**src/rtl/hazard_ctrl_pkg.sv**
```systemverilog
// Shared definitions for the pipeline hazard controller: forwarding selects,
// FSM encoding and register-file geometry.
package hazard_ctrl_pkg;

   localparam int REG_ADDR_W_DEF = 4;
   localparam int REG_FILE       = 1 << REG_ADDR_W_DEF;
   localparam int WORD           = 32;

   typedef enum logic [1:0] {
      SEL_RF      = 2'd0,
      SEL_EXE_MEM = 2'd1,
      SEL_WB      = 2'd2
   } fwd_sel_e;

   typedef enum logic {
      ST_RUN      = 1'b0,
      ST_MEM_WAIT = 1'b1
   } hz_state_e;

endpackage

```
**src/rtl/hazard_slot.sv**
```systemverilog
// One shadow-pipeline slot: loads a tagged payload each edge unless held;
// reset clears the valid bit.
module hazard_slot #(
   parameter int W = 16
) (
   input  logic         clk,
   input  logic         rst,
   input  logic         hold,
   input  logic         load_valid,
   input  logic [W-1:0] load_data,
   output logic         valid,
   output logic [W-1:0] data
);

   logic         valid_d, valid_q;
   logic [W-1:0] data_d, data_q;

   always_comb begin
      valid_d = valid_q;
      data_d  = data_q;
      if (!hold) begin
         valid_d = load_valid;
         data_d  = load_data;
      end
   end

   always_ff @(posedge clk or posedge rst) begin
      if (rst) begin
         valid_q <= 1'b0;
         data_q  <= '0;
      end else begin
         valid_q <= valid_d;
         data_q  <= data_d;
      end
   end

   assign valid = valid_q;
   assign data  = data_q;

endmodule

```
**src/rtl/hazard_ctrl.sv**
```systemverilog
// Pipeline hazard controller: stall/forward decisions from a shadow pipeline,
// memory-wait freeze and saturating performance counters.
//   state       | meaning
//   ST_RUN      | pipeline advancing normally
//   ST_MEM_WAIT | memory access in MEM outstanding, whole pipeline frozen
module hazard_ctrl
   import hazard_ctrl_pkg::*;
#(
   parameter int REG_ADDR_W = REG_ADDR_W_DEF,
   parameter int CNT_W      = 16
) (
   input  logic                  clk,
   input  logic                  rst,
   input  logic [REG_ADDR_W-1:0] src1,
   input  logic [REG_ADDR_W-1:0] src2,
   input  logic [REG_ADDR_W-1:0] id_dest,
   input  logic                  two_src,
   input  logic                  id_wb_en,
   input  logic                  id_mem_read,
   input  logic                  id_mem_write,
   input  logic                  fwd_en,
   input  logic                  flush,
   input  logic                  mem_ready,
   output logic                  freeze_if,
   output logic                  bubble_id,
   output logic                  freeze_all,
   output logic [1:0]            sel_src1,
   output logic [1:0]            sel_src2,
   output logic                  mem_wait,
   output logic [CNT_W-1:0]      stall_cnt,
   output logic [CNT_W-1:0]      wait_cnt
);

   typedef struct packed {
      logic                  two_src;
      logic                  mem_write;
      logic                  mem_read;
      logic                  wb_en;
      logic [REG_ADDR_W-1:0] src2;
      logic [REG_ADDR_W-1:0] src1;
      logic [REG_ADDR_W-1:0] dest;
   } slot_t;

   localparam int SLOT_W = $bits(slot_t);
   localparam logic [CNT_W-1:0] CNT_MAX = '1;

   function automatic logic hit(input logic v, input slot_t s,
                                input logic [REG_ADDR_W-1:0] x);
      return v & s.wb_en & (s.dest == x);
   endfunction

   slot_t     id_slot, s_exe, s_mem, s_wb;
   logic      exe_v, mem_v, wb_v;
   logic      exe_load_v, hazard;
   fwd_sel_e  sel1, sel2;
   hz_state_e state_d, state_q;
   logic [CNT_W-1:0] stall_cnt_d, stall_cnt_q, wait_cnt_d, wait_cnt_q;
   logic      slot_unused;

   assign id_slot = '{two_src: two_src, mem_write: id_mem_write, mem_read: id_mem_read,
                      wb_en: id_wb_en, src2: src2, src1: src1, dest: id_dest};

   hazard_slot #(.W(SLOT_W)) u_slot_exe (
      .clk(clk), .rst(rst), .hold(freeze_all), .load_valid(exe_load_v),
      .load_data(id_slot), .valid(exe_v), .data(s_exe));
   hazard_slot #(.W(SLOT_W)) u_slot_mem (
      .clk(clk), .rst(rst), .hold(freeze_all), .load_valid(exe_v),
      .load_data(s_exe), .valid(mem_v), .data(s_mem));
   hazard_slot #(.W(SLOT_W)) u_slot_wb (
      .clk(clk), .rst(rst), .hold(freeze_all), .load_valid(mem_v),
      .load_data(s_mem), .valid(wb_v), .data(s_wb));

   assign freeze_all = mem_v & (s_mem.mem_read | s_mem.mem_write) & ~mem_ready;

   // With forwarding only a load still in EXE cannot be bypassed in time.
   always_comb begin
      hazard = 1'b0;
      if (fwd_en)
         hazard = (hit(exe_v, s_exe, src1) | (two_src & hit(exe_v, s_exe, src2)))
                  & s_exe.mem_read;
      else
         hazard = hit(exe_v, s_exe, src1) | (two_src & hit(exe_v, s_exe, src2))
                | hit(mem_v, s_mem, src1) | (two_src & hit(mem_v, s_mem, src2));
   end

   assign bubble_id  = hazard & ~flush & ~freeze_all;
   assign freeze_if  = bubble_id;
   assign exe_load_v = ~(bubble_id | flush);

   always_comb begin
      sel1 = SEL_RF;
      sel2 = SEL_RF;
      if (fwd_en && exe_v) begin
         if (hit(mem_v, s_mem, s_exe.src1) && !s_mem.mem_read) sel1 = SEL_EXE_MEM;
         else if (hit(wb_v, s_wb, s_exe.src1))                  sel1 = SEL_WB;
         if (s_exe.two_src) begin
            if (hit(mem_v, s_mem, s_exe.src2) && !s_mem.mem_read) sel2 = SEL_EXE_MEM;
            else if (hit(wb_v, s_wb, s_exe.src2))                  sel2 = SEL_WB;
         end
      end
   end

   assign sel_src1 = sel1;
   assign sel_src2 = sel2;

   always_comb begin
      state_d = state_q;
      case (state_q)
         ST_RUN:      if (freeze_all) state_d = ST_MEM_WAIT;
         ST_MEM_WAIT: if (mem_ready)  state_d = ST_RUN;
         default:     state_d = ST_RUN;
      endcase
   end

   always_comb begin
      stall_cnt_d = stall_cnt_q;
      wait_cnt_d  = wait_cnt_q;
      if (bubble_id && stall_cnt_q != CNT_MAX) stall_cnt_d = stall_cnt_q + CNT_W'(1);
      if (freeze_all && wait_cnt_q != CNT_MAX) wait_cnt_d = wait_cnt_q + CNT_W'(1);
   end

   always_ff @(posedge clk or posedge rst) begin
      if (rst) begin
         state_q     <= ST_RUN;
         stall_cnt_q <= '0;
         wait_cnt_q  <= '0;
      end else begin
         state_q     <= state_d;
         stall_cnt_q <= stall_cnt_d;
         wait_cnt_q  <= wait_cnt_d;
      end
   end

   assign mem_wait  = (state_q == ST_MEM_WAIT);
   assign stall_cnt = stall_cnt_q;
   assign wait_cnt  = wait_cnt_q;

   // Payload fields carried along but not consulted at these stages.
   assign slot_unused = ^{s_exe.mem_write, s_mem.src1, s_mem.src2, s_mem.two_src,
                          s_wb.src1, s_wb.src2, s_wb.two_src, s_wb.mem_read, s_wb.mem_write};

endmodule

```
**config.mk**
```make
export PLATFORM = sky130hd
export DESIGN_NAME = hazard_ctrl
export DESIGN_NICKNAME = d
export VERILOG_FILES = /design/src/rtl/hazard_ctrl_pkg.sv /design/src/rtl/hazard_slot.sv /design/src/rtl/hazard_ctrl.sv
export SDC_FILE = /design/constraint.sdc
export NUM_CORES = 1
export LEC_CHECK = 0
export CAP_MARGIN = 20
export CELL_PAD_IN_SITES_DETAIL_PLACEMENT = 1
export CELL_PAD_IN_SITES_GLOBAL_PLACEMENT = 1
export CORE_MARGIN = 8
export CORE_UTILIZATION = 40
export DETAILED_ROUTE_END_ITERATION = 10
export PLACE_DENSITY = 0.75
export SLEW_MARGIN = 25
export SYNTH_ARGS = -nofsm -noshare
export SYNTH_HDL_FRONTEND = slang
export SYNTH_HIERARCHICAL = 1
export SYNTH_SLANG_ARGS = --single-unit
```
**constraint.sdc**
```tcl
create_clock -name clk -period 2.7 [get_ports clk]
set_clock_uncertainty 0.15 [all_clocks]
set_input_delay 0.54 -clock clk [delete_from_list [all_inputs] [get_ports clk]]
set_output_delay 0.54 -clock clk [all_outputs]
set_load 0.03 [all_outputs]
```
=== After elaboration in Yosys (flattened, before gate mapping) ===
Index checks and enable logic that the tools add are counted.

* Output and inout bits: 40
* Flip-flop bits (word level): 80
* Bits of input ports: 21
* Word-level logic and storage cells: 66

* Bitwise gates (word level): 28
* Reductions and logical operators: 6
* $add $sub $neg: 2
* Equal/unequal tests: 10
* Mux-type cells: 11

{| class="wikitable"
|+ Operators with widths
! kind !! number
|-
| adder 16 x 1 -> 16 bit (second input constant) || 2
|-
| equality test 4 bit || 8
|-
| != test 16 bit (second input constant) || 2
|-
| AND 1 bit || 18
|-
| two-way mux 2 bit || 7
|-
| logical AND 1 bit || 5
|-
| inverter 1 bit || 5
|-
| bitwise OR 1 bit || 5
|-
| two-way mux 1 bit || 3
|-
| one-hot mux 1 bit (2 select lines) || 1
|-
| logical NOT 1 bit || 1
|}

=== Logic depth before layout (Yosys ltp) ===
Gate-level depths: netlist of the first run.

* Depth in word-level cells: 11
* Depth in mapped cells: 8
* Depth with buffers taken out: 7

=== By module ===
The synthesis of the first run kept the hierarchy.

{| class="wikitable"
|+ Modules (own cells, without submodules)
! module !! cells an instance !! area each (um^2) !! times used !! sequential area each (um^2)
|-
| hazard_ctrl || 207 || 2074.5 || 1 || 825.8
|-
| hazard_slot || 37 || 689.4 || 3 || 425.4
|}

=== Worst setup path before layout of the first run ===
No wires, ideal clock.

* Path type: input to output
* From: in mem_ready
* To: out freeze_if
* Arrival time: 1.862 ns
* Slack: 0.148 ns
* Stages on the path: 6
* Required time: 2.010 ns
* Cells stage by stage: or3b_1 buf_4 inv_2 nor2_1 and2_2 buf_4

* Cells in the longest elaborated chain, start to end: 4

{| class="wikitable"
|+ RTL lines
! item !! RTL line !! text
|-
| start: declaration || hazard_ctrl.sv:23 || <nowiki>input logic mem_ready,</nowiki>
|-
| inverter 1 bit || hazard_ctrl.sv:73 || <nowiki>assign freeze_all = mem_v & (s_mem.mem_read | s_mem.mem_write) & ~mem_ready;</nowiki>
|-
| AND 1 bit || hazard_ctrl.sv:73 ||
|-
| via freeze_all || hazard_ctrl.sv:26 || <nowiki>output logic freeze_all,</nowiki>
|-
| inverter 1 bit || hazard_ctrl.sv:86 || <nowiki>assign bubble_id = hazard & ~flush & ~freeze_all;</nowiki>
|-
| AND 1 bit || hazard_ctrl.sv:86 ||
|-
| end: declaration || hazard_ctrl.sv:24 || <nowiki>output logic freeze_if,</nowiki>
|}

The timed path passes the listed nets, and every way through them passes these cells.

=== Worst setup path after layout of the first run ===
* From: in mem_ready
* To: out freeze_if

* Cells in the longest elaborated chain, start to end: 4

{| class="wikitable"
|+ RTL lines
! item !! RTL line
|-
| inverter 1 bit || hazard_ctrl.sv:73
|-
| AND 1 bit || hazard_ctrl.sv:73
|-
| inverter 1 bit || hazard_ctrl.sv:86
|-
| AND 1 bit || hazard_ctrl.sv:86
|}

No other way between the ends.

==> results.sh, run 1 <==
export IMPL_diodes=0
export IMPL_status="complete, no violations"
export IMPL_overflow=0
export IMPL_grt_pass1_wl_um=13730
export IMPL_syn_inst=278
export IMPL_worst_pin_slew_ns=0.7375
export IMPL_place_ws_ns=-0.1441
export IMPL_fin_tns_setup_ns=0
export IMPL_whs_ns=0.3481
export IMPL_vias=2409
export IMPL_totalWireLength_um=8161
export IMPL_die_w_um=107.6
export IMPL_start_kind="primary input"
export IMPL_rsz0062_at_grt="false"
export IMPL_initial_core_util_pct=41.06
export IMPL_path_max_fanout=7
export IMPL_drc_errors=0
export IMPL_io_pin_count=61
export IMPL_post_drt_via_cell_ratio=5.136
export IMPL_grt_max_degree=34
export IMPL_antenna_found_initial=0
export IMPL_max_freq_ghz=0.3815
export IMPL_cts_root_buffer="clkbuf_8"
export IMPL_wl_per_cell_um=17.40
export IMPL_cap_viol_max_count=0
export IMPL_clk_path_buf_depth=2
export IMPL_critPathMaxStageDelay_ns=0.43
export IMPL_h_tree_depth=3
export IMPL_cp_cell_sequence="clkdlybuf4s50_1 -> or3b_1 -> inv_2 -> nor2_1 -> and2_4 -> buf_6"
export IMPL_cts_buffers=9
export IMPL_slew_viol_final=0
export IMPL_cts_hold_buffers=0
export IMPL_dpl_hpwl_um=6302
export IMPL_end_kind="output pin"
export IMPL_p_per_area_nw_per_um2=725.2
export IMPL_layout_drive_gt1_share_pct=24.73
export IMPL_io_buffers=60
export IMPL_clock_latency_ns=0.34
export IMPL_syn_avg_cell_area_um2=12.08
export IMPL_gp_congestion=0.8239
export IMPL_first_global_vias=2749
export IMPL_holdCritPathClass="primary input to asynchronous set/reset pin"
export IMPL_die_area_um2=11580
export IMPL_synth_area_um2=3357
export IMPL_grt_usage_pct=15.16
export IMPL_ys_warn_count=6
export IMPL_cellLeakagePower_nw=1.879
export IMPL_p_total_mw=3.112
export IMPL_final_hold_viol_count=0
export IMPL_row_count=33
export IMPL_ir_drop_v=0.0003403
export IMPL_maxSlewHeadroom_pct=50.78
export IMPL_synth_nets=301
export IMPL_drtIter0Drc=43
export IMPL_crit_family="buffers and inverters"
export IMPL_nets=382
export IMPL_required_ns=2.01
export IMPL_timing_final_crit_share_pct=97.07
export IMPL_first_pass_iters=4
export IMPL_path_buf_inv=3
export IMPL_worst_slack_ns=0.07904
export IMPL_ant_nets=0
export IMPL_syn_to_final_growth_pct=27.84
export IMPL_setup_viol=0
export IMPL_worst_path_max_delay_cell="clkdlybuf4s50_1"
export IMPL_clk_pin_slew_ns=0.07
export IMPL_final_util_pct=52.49
export IMPL_path_class="primary input to output pin"
export IMPL_cts_tree="done"
export IMPL_period_minus_slack_ns=2.621
export IMPL_die_y_um=107.6
export IMPL_cts_sinks=64
export IMPL_critical_path_arrival_ns=1.93
export IMPL_core_area_um2=8175
metal layers:
layer	GRT usage [%]	wire length, µm	part of all wire [%]	vias up
li1	-	-	-	1131
met3	3.892	352	4.3	16
met2	24.30	3931	48	46
met4	7.037	200	2.5	0
met1	18.66	3676	45	1216
met5	0	0	0	-
layout by cell type, fill, tap and decap left out, types with 2 or more instances in the layout:
| cell | count |
|---|---|
| dfrtp_1 | 62 |
| clkdlybuf4s50_1 | 44 |
| xnor2_1 | 38 |
| buf_4 | 24 |
| xor2_1 | 23 |
| nand3_1 | 22 |
| mux2_2 | 18 |
| mux2_4 | 16 |
| nor2_1 | 13 |
| nand2_1 | 11 |
| nand4_1 | 10 |
| clkbuf_8 | 10 |
| dlygate4sd2_1 | 8 |
| inv_1 | 7 |
| nor3_1 | 5 |
| and3_1 | 4 |
| nor4_1 | 4 |
| and4_1 | 3 |
| nor3_2 | 3 |
| clkinvlp_4 | 3 |
| or3_1 | 2 |
| and2_1 | 2 |
| o21ai_0 | 2 |
| nand3b_1 | 2 |
| ha_1 | 2 |
| clkinv_2 | 2 |
| buf_6 | 2 |
| dfrtp_2 | 2 |
where the power goes:
part / leakage, nW / total (mW) / switching [mW] / internal, mW
clock network: 0.0813 / 0.724 / 0.370 / 0.355
registers: 0.803 / 1.40 / 0.253 / 1.15
logic: 0.995 / 0.988 / 0.463 / 0.525
worst paths after layout:
path | start | end | slack, ns | cells past startpoint
worst max register to register | stall_cnt[0] | stall_cnt[10] | 0.40 | 7
min in group clk | stall_cnt[6] | stall_cnt[6] | 0.35 | 1
worst max-delay path | mem_ready | freeze_if | 0.08 | 6
worst min register to register | stall_cnt[6] | stall_cnt[6] | 0.35 | 1
worst min-delay path | rst | u_slot_wb/data[0] | 0.35 | 2
max in group asynchronous | rst | u_slot_exe/data[3] | 1.35 | 2
cell type report:
cell class                 count  area [µm²]
fill                         864        3884
timing repair buffer          79       725.7
multi-input combinational    197        1627
sequential                    64        1604
clock inverter                 5       32.53
tap                          105       131.4
inverter                       8       30.03
clock buffer                  11       141.4
through the flow:
stage          area, µm²  instances
5_1_grt             4292        469
4_1_cts             4287        469
2_1_floorplan       3357        278
6_report            4292        469
3_5_place_dp        4086        452
3_3_place_gp        4086        452
repair_timing:
item | CTS | global route
gates resized for setup | 15 | 3
buffers inserted | 1 | 0
setup endpoints to repair | 3 | 2
pin swaps | 3 | 0
sequential cells by signal, indices dropped and copies added (netlist names):
signal / cells
u_slot_wb/data: 5
u_slot_exe/data: 16
u_slot_mem/data: 7
u_slot_exe/valid: 1
stall_cnt: 16
u_slot_mem/valid: 1
mem_wait: 1
wait_cnt: 16
u_slot_wb/valid: 1
No activity file was read; power rests on OpenSTA's default activity.
==> inputs of run 2 (changes only) <==
--- a/config.mk
+++ b/config.mk
@@ -5,13 +5,12 @@
 export SDC_FILE = /design/constraint.sdc
 export NUM_CORES = 1
 export LEC_CHECK = 0
-export CAP_MARGIN = 20
 export CELL_PAD_IN_SITES_DETAIL_PLACEMENT = 1
 export CELL_PAD_IN_SITES_GLOBAL_PLACEMENT = 1
 export CORE_MARGIN = 8
-export CORE_UTILIZATION = 40
+export CORE_UTILIZATION = 45
 export DETAILED_ROUTE_END_ITERATION = 10
-export PLACE_DENSITY = 0.75
+export PLACE_DENSITY = 0.83
 export SLEW_MARGIN = 25
 export SYNTH_ARGS = -nofsm -noshare
 export SYNTH_HDL_FRONTEND = slang
==> run 2 against run 1 <==
Net effect: global-route usage is 4.0 points higher; setup slack worse by 0.0081 ns; critical path depth did not move; cell count rose by 0.64%.
==> results.sh, run 2 (same netlist as run 1, synthesis figures left out) <==
export IMPL_final_common_cell="dfrtp_1"
export IMPL_die_y_um=102.4
export IMPL_wl_met3_um=380
export IMPL_crit_family="buffers and inverters"
export IMPL_h_tree_depth=3
export IMPL_ant_nets=0
export IMPL_place_ws_ns=-0.1603
export IMPL_required_ns=2.01
export IMPL_core_area_um2=7253
export IMPL_overflow=0
export IMPL_path_buf_inv=3
export IMPL_final_cell_mix="dfrtp_1 (61), clkdlybuf4s50_1 (44), xnor2_1 (38), buf_4 (32), xor2_1 (23)"
export IMPL_first_global_vias=2759
export IMPL_dpl_hpwl_um=6627
export IMPL_seq_area_um2=1605
export IMPL_critical_path_arrival_ns=1.94
export IMPL_ir_drop_v=0.0005661
export IMPL_post_drt_via_cell_ratio=5.227
export IMPL_n_fill_cell=778
export IMPL_clk_path_buf_depth=2
export IMPL_first_pass_iters=4
export IMPL_path_class="primary input to output pin"
export IMPL_io_pin_count=61
export IMPL_drtIter0Drc=41
export IMPL_status="complete, no violations"
export IMPL_critPathMaxStageDelay_ns=0.44
export IMPL_die_w_um=102.4
export IMPL_setup_viol=0
export IMPL_holdCritPathClass="register to register"
export IMPL_slew_viol_final=0
export IMPL_initial_core_util_pct=46.28
export IMPL_clock_latency_ns=0.35
export IMPL_gp_congestion=0.8890
export IMPL_final_util_pct=60.55
export IMPL_worst_path_max_delay_cell="clkdlybuf4s50_1"
export IMPL_path_max_fanout=4
export IMPL_final_hold_viol_count=0
export IMPL_totalWireLength_um=9348
export IMPL_drt_met1_wl_um=4044
export IMPL_diodes=0
export IMPL_grt_usage_pct=19.16
export IMPL_die_area_um2=10480
export IMPL_worst_slack_ns=0.07094
export IMPL_multi_input_area_um2=1625
export IMPL_grt_max_degree=34
export IMPL_cts_root_buffer="clkbuf_8"
export IMPL_top_layer="met4"
export IMPL_timing_final_crit_share_pct=97.37
export IMPL_p_per_area_nw_per_um2=745.6
export IMPL_grt_pass1_wl_um=15060
export IMPL_nets=391
export IMPL_layout_cells_non_filler=472
export IMPL_clk_pin_slew_ns=0.09
export IMPL_antenna_found_initial=0
export IMPL_fin_tns_setup_ns=0
export IMPL_vias=2467
export IMPL_end_kind="output pin"
export IMPL_io_buffers=60
export IMPL_cts_buffers=9
export IMPL_row_count=31
export IMPL_start_kind="primary input"
export IMPL_period_minus_slack_ns=2.629
export IMPL_wl_per_cell_um=19.81
export IMPL_cellLeakagePower_nw=1.935
export IMPL_max_freq_ghz=0.3804
export IMPL_cts_tree="done"
export IMPL_cp_cell_sequence="clkdlybuf4s50_1 -> or3b_1 -> inv_2 -> nor2_1 -> and2_4 -> buf_12"
export IMPL_worst_pin_slew_ns=0.7202
export IMPL_syn_to_final_growth_pct=30.82
export IMPL_cts_sinks=64
export IMPL_place_inst=447
export IMPL_whs_ns=0.3439
export IMPL_cap_viol_max_count=0
export IMPL_layout_drive_gt1_share_pct=26.54
export IMPL_route_met2_wl_um=4627
export IMPL_drc_errors=0
export IMPL_maxSlewHeadroom_pct=51.93
-- run 2: path summary, 6_finish.rpt --
check                                   from                end  slack, ns  cells after the start
max in group asynchronous                rst   u_slot_exe/valid       1.35                      2
worst min-delay path            wait_cnt[15]       wait_cnt[15]       0.34                      1
worst min register to register  wait_cnt[15]       wait_cnt[15]       0.34                      1
min in group asynchronous                rst  u_slot_wb/data[2]       0.39                      2
worst max-delay path               mem_ready          freeze_if       0.07                      6
worst max register to register  stall_cnt[0]      stall_cnt[10]       0.24                      8
-- run 2: layout make-up --
class | count | area share (%)
flip-flops and latches | 64 | 36.55
multi-input cells | 197 | 37.01
clock inverters | 6 | 1.368
well taps | 99 | 2.821
repair buffers | 88 | 18.66
clock buffers | 10 | 2.906
inverters | 8 | 0.6838
-- run 2: metrics by stage --
| step | power [mW] | instance area (µm²) |
|---|---|---|
| after floorplan | 2.074 | 3357 |
| after global placement | 2.339 | 4124 |
| after detailed placement | 2.404 | 4124 |
| after CTS | 3.237 | 4358 |
| after global routing | 3.434 | 4392 |
| final | 3.275 | 4392 |
-- run 2: layer usage --
metal | vias to the layer above | global-route usage, %
li1 | 1149 | -
met4 | 0 | 11.85
met5 | - | 0
met3 | 19 | 3.747
met2 | 57 | 31.53
met1 | 1242 | 22.52
-- run 2: timing repair --
item | CTS | global route
hold buffers | 0 | 0
pin swaps | 5 | 1
gates resized for setup | 14 | 3
setup endpoints to repair | 3 | 2
setup buffers | 5 | 4
-- run 2: worst register-to-register path, cell delays in order (launching register included) --
cell and delay [ns]:
dfrtp_1 0.42, ha_1 0.27, nand2_1 0.18, nor4_4 0.09, a311oi_1 0.49, o21ai_2 0.21, buf_12 0.19, nor3_1 0.23
xor2_1 0.17
-- run 2: power by group --
part | switching (mW) | leakage [nW] | internal, mW
clock | 0.392 | 0.0920 | 0.422
combinational | 0.513 | 1.04 | 0.562
sequential | 0.238 | 0.802 | 1.15
